### config.mk
export PLATFORM = sky130hd
export DESIGN_NAME = hyperbus_trans_arb
export DESIGN_NICKNAME = d
export VERILOG_FILES = /design/src/rtl/hyperbus_trans_arb.sv
export SDC_FILE = /design/constraint.sdc
export NUM_CORES = 1
export LEC_CHECK = 0
export BUFFER_PORTS_ARGS = -buffer_cell sky130_fd_sc_hd__buf_2
export CORE_AREA = 2 2 76 78
export DETAILED_ROUTE_END_ITERATION = 8
export DIE_AREA = 0 0 78 80
export GPL_TIMING_DRIVEN = 0
export PLACE_DENSITY = 0.73
export SYNTH_ARGS = -nofsm -noshare
export SYNTH_HDL_FRONTEND = slang
export SYNTH_SLANG_ARGS = --single-unit
### constraint.sdc
create_clock -name clk_i -period 1.4 [get_ports clk_i]
set_input_delay 0.14 -clock clk_i [delete_from_list [all_inputs] [get_ports clk_i]]
set_output_delay 0.14 -clock clk_i [all_outputs]
set_load 0.05 [all_outputs]
### src/rtl/hyperbus_trans_arb.sv
// Round-robin arbiter that hands the single HyperBus transaction channel to one requester per transfer.
// Optional watchdog in WAIT_DONE is enabled with `define HYPERBUS_TRANS_ARB_TIMEOUT_EN.
module hyperbus_trans_arb #(
  parameter int unsigned NumReq        = 4,
  parameter int unsigned NumChips      = 2,
  parameter type         trans_t       = logic [31:0],
  parameter int unsigned TimeoutCycles = 4096
) (
  input  logic                               clk_i,
  input  logic                               rst_ni,
  input  trans_t [NumReq-1:0]                req_trans_i,
  input  logic   [NumReq-1:0][NumChips-1:0]  req_cs_i,
  input  logic   [NumReq-1:0]                req_write_i,
  input  logic   [NumReq-1:0]                req_valid_i,
  output logic   [NumReq-1:0]                req_ready_o,
  output trans_t                             trans_o,
  output logic   [NumChips-1:0]              trans_cs_o,
  output logic                               trans_valid_o,
  input  logic                               trans_ready_i,
  input  logic                               b_valid_i,
  input  logic                               b_ready_i,
  input  logic                               rx_valid_i,
  input  logic                               rx_ready_i,
  input  logic                               rx_last_i,
  output logic   [$clog2(NumReq)-1:0]        gnt_idx_o,
  output logic                               busy_o,
  output logic                               timeout_o
);

  localparam int unsigned IdxW = $clog2(NumReq);

  typedef enum logic [1:0] {IDLE, ISSUE, WAIT_DONE} state_e;

  state_e          state_reg, state_next;
  logic [IdxW-1:0] gnt_reg, gnt_next;
  logic [IdxW-1:0] rr_reg, rr_next;
  logic            write_reg, write_next;
  logic [IdxW-1:0] sel_idx, gnt_inc;
  logic            sel_found;
  logic            done;
  logic            expire;

  always_ff @(posedge clk_i) begin
    if (!rst_ni) begin
      state_reg <= IDLE;
      gnt_reg   <= '0;
      rr_reg    <= '0;
      write_reg <= 1'b0;
    end else begin
      state_reg <= state_next;
      gnt_reg   <= gnt_next;
      rr_reg    <= rr_next;
      write_reg <= write_next;
    end
  end

  // First valid requester at or after the pointer, wrapping past NumReq-1.
  always_comb begin
    int unsigned     cand_wide;
    logic [IdxW-1:0] cand;
    sel_found = 1'b0;
    sel_idx   = '0;
    cand_wide = 0;
    cand      = '0;
    for (int unsigned i = 0; i < NumReq; i++) begin
      cand_wide = 32'(rr_reg) + i;
      if (cand_wide >= NumReq) cand_wide = cand_wide - NumReq;
      cand = IdxW'(cand_wide);
      if (!sel_found && req_valid_i[cand]) begin
        sel_found = 1'b1;
        sel_idx   = cand;
      end
    end
  end

  assign gnt_inc = (gnt_reg == IdxW'(NumReq - 1)) ? '0 : gnt_reg + 1'b1;
  assign done    = write_reg ? (b_valid_i & b_ready_i)
                             : (rx_valid_i & rx_ready_i & rx_last_i);

`ifdef HYPERBUS_TRANS_ARB_TIMEOUT_EN
  localparam int unsigned CntW = $clog2(TimeoutCycles + 1);

  logic [CntW-1:0] cnt_reg, cnt_next;

  always_ff @(posedge clk_i) begin
    if (!rst_ni) cnt_reg <= '0;
    else         cnt_reg <= cnt_next;
  end

  // Held at zero outside WAIT_DONE so every transfer starts its wait from zero.
  always_comb begin
    cnt_next = cnt_reg;
    if (state_reg != WAIT_DONE) cnt_next = '0;
    else if (!expire)           cnt_next = cnt_reg + 1'b1;
  end

  assign expire = (state_reg == WAIT_DONE) && (cnt_reg == CntW'(TimeoutCycles));
`else
  assign expire = 1'b0;
`endif

  always_comb begin
    state_next = state_reg;
    gnt_next   = gnt_reg;
    rr_next    = rr_reg;
    write_next = write_reg;
    unique case (state_reg)
      IDLE: begin
        if (sel_found) begin
          state_next = ISSUE;
          gnt_next   = sel_idx;
          write_next = req_write_i[sel_idx];
        end
      end
      ISSUE: begin
        // A requester withdrawing its valid loses the slot without moving the pointer.
        if (!req_valid_i[gnt_reg])  state_next = IDLE;
        else if (trans_ready_i)     state_next = WAIT_DONE;
      end
      WAIT_DONE: begin
        if (done || expire) begin
          state_next = IDLE;
          rr_next    = gnt_inc;
        end
      end
      default: state_next = IDLE;
    endcase
  end

  always_comb begin
    busy_o        = (state_reg != IDLE);
    trans_valid_o = (state_reg == ISSUE) && req_valid_i[gnt_reg];
    trans_o       = req_trans_i[gnt_reg];
    trans_cs_o    = req_cs_i[gnt_reg];
    timeout_o     = expire && !done;
  end

  assign gnt_idx_o = gnt_reg;

  generate
    for (genvar gi = 0; gi < NumReq; gi++) begin : g_ready
      assign req_ready_o[gi] = (state_reg == ISSUE) && (gnt_reg == IdxW'(gi)) && trans_ready_i;
    end
  endgenerate

endmodule

==> metrics.sh <==
YS_SEQ_AREA_FRAC=0.100
VIOLATED_CHECKS='negative setup slack'
DIE-AREA_UM2=6240
POSTLAYOUTCELLAREA_UM2=3130
OVERALL_POWER_mW=2.06
SYNTHTOLAYOUTAREAGROWTH_PCT=123
FLOORPLAN.IO_PINS=195
STATUS='finished with violations'
PLACEABLECOREAREA_UM2=5410
SEQCELLAREA_UM2=156
CTS_INSERTED_BUFFERS=3
HOLDCRITPATHCLASS='input pin to flip-flop'
MULTI_INPUT_COMB_AREA_UM2=1230
CP-START-KIND='flip-flop'
GRT_PASS1_WL_UM=10400
TCRIT_TCLK_FINAL=1.24
FINAL_MAX_SLEW_VIOL_COUNT=0
GRT_ANTENNA_BEFORE_REPAIR=1
SYNTH_EDF_COUNT=0
CLOCK_TREE.HTREE_LEVEL_COUNT=1
MAX_SLEW_MARGIN=0.635
WL_PER_CELL_UM=18.4
TIMING.FINAL.SETUP_VIOLATIONS=40
POSTSYNTHAREAPERCELL_UM2=13.0
VIA_COUNT_OF_THE_FIRST_GLOBAL_ROUTING_PASS=2024
DETAIL_ROUTE.FIRST_PASS.ITERATIONS=4
FILLER_CELL_COUNT=475
GRT.TOTAL_USAGE=0.220
MAPPEDNETLISTAREA_UM2=1400
DIE_X_UM=78
GRT_SETUP_UNREPAIRED='yes'
FINAL_COMMON_CELL='sky130_fd_sc_hd__buf_2'
GLOBALROUTEOVERFLOWTOTAL=0
MOST-COMMON-LAYOUT-CELLS='sky130_fd_sc_hd__buf_2 (154), sky130_fd_sc_hd__buf_6 (36), sky130_fd_sc_hd__mux4_2 (35)'
WORST_EP_REQUIRED_TIME_NS=1.26
POST_DP_CELL_AREA_UM2=2530
NUM_ANTENNA_CELLS=0
DIE_HEIGHT_UM=80
MAX_FREQ_GHz=0.577
POSTSYNTHCELLCOUNT=108
LARGEST_NET_DEGREE_AT_THE_START_OF_GLOBAL_ROUTING=11
CLKSINKCOUNT=7
FINISH.UTILIZATION=0.578
CLK_PIN_SLEW_WORST_PATHS_NS=0.04
YOSYS.AREA.TOP_TYPE='sky130_fd_sc_hd__mux4_2'
POSTROUTEWIRELENGTH_UM=7220
NET_COUNT_FINAL=478
FIRST_ITER_VIOLATIONS=29
CELL_PWR_DENSITY_nW_PER_UM2=659
POST-ROUTE-WORST-SETUP-SLACK_NS=-0.334
WORSTMARGINPINSLEW_NS=0.543
IR_WORST_VDD_mV=0.690
ROOT_BUFFER='sky130_fd_sc_hd__clkbuf_8'
GLOBALPLACE.CONGESTION=0.857
DRT_DRC_VIOLATIONS_LEFT=0
VIAS=1904
FINALHOLDVIOLCOUNT=0
SYNTH.DISTINCT_CELLS=34
R2R_SETUP_SLK_NS=-0.14
ROWS=27
SYNTH_TOP_AREA_FRAC=0.547
CLOCK_INSERTION_DELAY_WORST_SKEW_NS=0.23
FIN_CRIT_NS=1.73
CRIT_FANOUT=7
INITIAL_UTILIZATION=0.259
YOSYS_WARNINGS=0
IO_BUFFERS=193
LEAKAGE_nW=1.46
ASYNCSETRESETFLOPFRACSYNTH=0
WORST-ENDPOINT-ARRIVAL_NS=1.59
VIAS_PER_CELL=4.84
MAX_CAP_VIOLATIONS=0
FIN_WORST_SKEW_NS=0.00256
PLACE_WORST_SETUP_SLACK_NS=-0.264
CTS_BUFFER_DEPTH=2
SETUP.WORST_PATH.END_CLASS='primary output'
TOTALNEGATIVESETUPSLACK_NS=-10.36
WORSTSETUPPATHTYPE='flip-flop to primary output'
TRITONCTS='done'
NET_COUNT_AFTER_SYNTHESIS=264
YS_FF_LATCH=7
LAYOUT-DRIVE-GT1-SHARE=0.872
SYNTH_TOP_FLOP_CELL='sky130_fd_sc_hd__dfxtp_1'
YOSYS-TOP-CELLS-AREA='sky130_fd_sc_hd__mux4_2 (55%), sky130_fd_sc_hd__dfxtp_1 (10%), sky130_fd_sc_hd__mux2i_1 (4.3%), sky130_fd_sc_hd__ha_1 (3.6%), sky130_fd_sc_hd__nor2b_1 (2.2%)'
HPWLAFTERDP_UM=6000
FINAL_ANTENNA_NET_COUNT=0
## cells by family after synthesis
family,share of synthesized area
AOI/OAI and AO/OA,0.0545
other,0.00268
adders and majority gates,0.0357
buffers and inverters,0.0608
muxes,0.609
DFF,0.100
and+or+nand+nor,0.138
## per-layer routing
metal  part of all wire  GRT usage  vias to the layer above
met5            0.00097          0                        -
met2               0.53      0.416                       84
met4              0.010     0.0386                        2
li1                   -          -                      883
met3              0.082     0.0600                       12
met1               0.38      0.250                      923
## through the flow
step | hold WS (ns) | cells
after floorplan | 0.267 | 108
after global placement | 0.437 | 373
after detailed placement | 0.439 | 373
after CTS | 0.209 | 391
after global routing | 0.231 | 393
final | 0.205 | 393
## worst paths after layout
path / startpoint / endpoint / cells past startpoint
max: gnt_idx_o[0] / trans_o[25] / 5
min: req_write_i[2] / write_reg / 3
max reg2reg: gnt_idx_o[0] / state_reg[0] / 5
min reg2reg: state_reg[1] / state_reg[0] / 1
## cells in the mapped netlist, types with 2 or more instances
library cell	instances
sky130_fd_sc_hd__nor3b_1	2
sky130_fd_sc_hd__a31oi_1	2
sky130_fd_sc_hd__nor4_1	2
sky130_fd_sc_hd__nand2b_1	2
sky130_fd_sc_hd__mux4_2	34
sky130_fd_sc_hd__inv_1	5
sky130_fd_sc_hd__dfxtp_1	7
sky130_fd_sc_hd__nor2_1	4
sky130_fd_sc_hd__ha_1	4
sky130_fd_sc_hd__nor2b_1	5
sky130_fd_sc_hd__buf_6	2
sky130_fd_sc_hd__and2_1	4
sky130_fd_sc_hd__buf_2	2
sky130_fd_sc_hd__nand3_1	2
sky130_fd_sc_hd__mux2i_1	6
sky130_fd_sc_hd__buf_4	3
sky130_fd_sc_hd__a21oi_1	5
## critical path, stage by stage, from the launching register on
cell,delay [ns]
sky130_fd_sc_hd__dfxtp_4,0.35
sky130_fd_sc_hd__buf_12,0.14
sky130_fd_sc_hd__buf_12,0.11
sky130_fd_sc_hd__buf_12,0.10
sky130_fd_sc_hd__mux4_2,0.50
sky130_fd_sc_hd__buf_6,0.17
## power by group
part	internal [mW]	leakage, nW	total (mW)	switching, mW
logic	0.737	1.37	1.55	0.812
registers	0.211	0.0605	0.228	0.0165
clock network	0.197	0.0228	0.284	0.0874
total	1.15	1.46	2.06	0.916
## area by class of cell
cell class                      count  share of cell area
Clock buffer                        4              0.0144
Timing Repair Buffer              210               0.466
Inverter                            6             0.00880
Buffer                              8              0.0376
Multi-Input combinational cell     86               0.395
Tap cell                           72              0.0288
Sequential cell                     7              0.0500
## repair_timing
action                     CTS  global route
resized for setup           99            12
setup buffers               11             4
hold buffers                 0             0
cloned                       3             0
setup endpoints to repair   41            42
pin swaps                    1             6
Power figures use the tool's default switching activity.
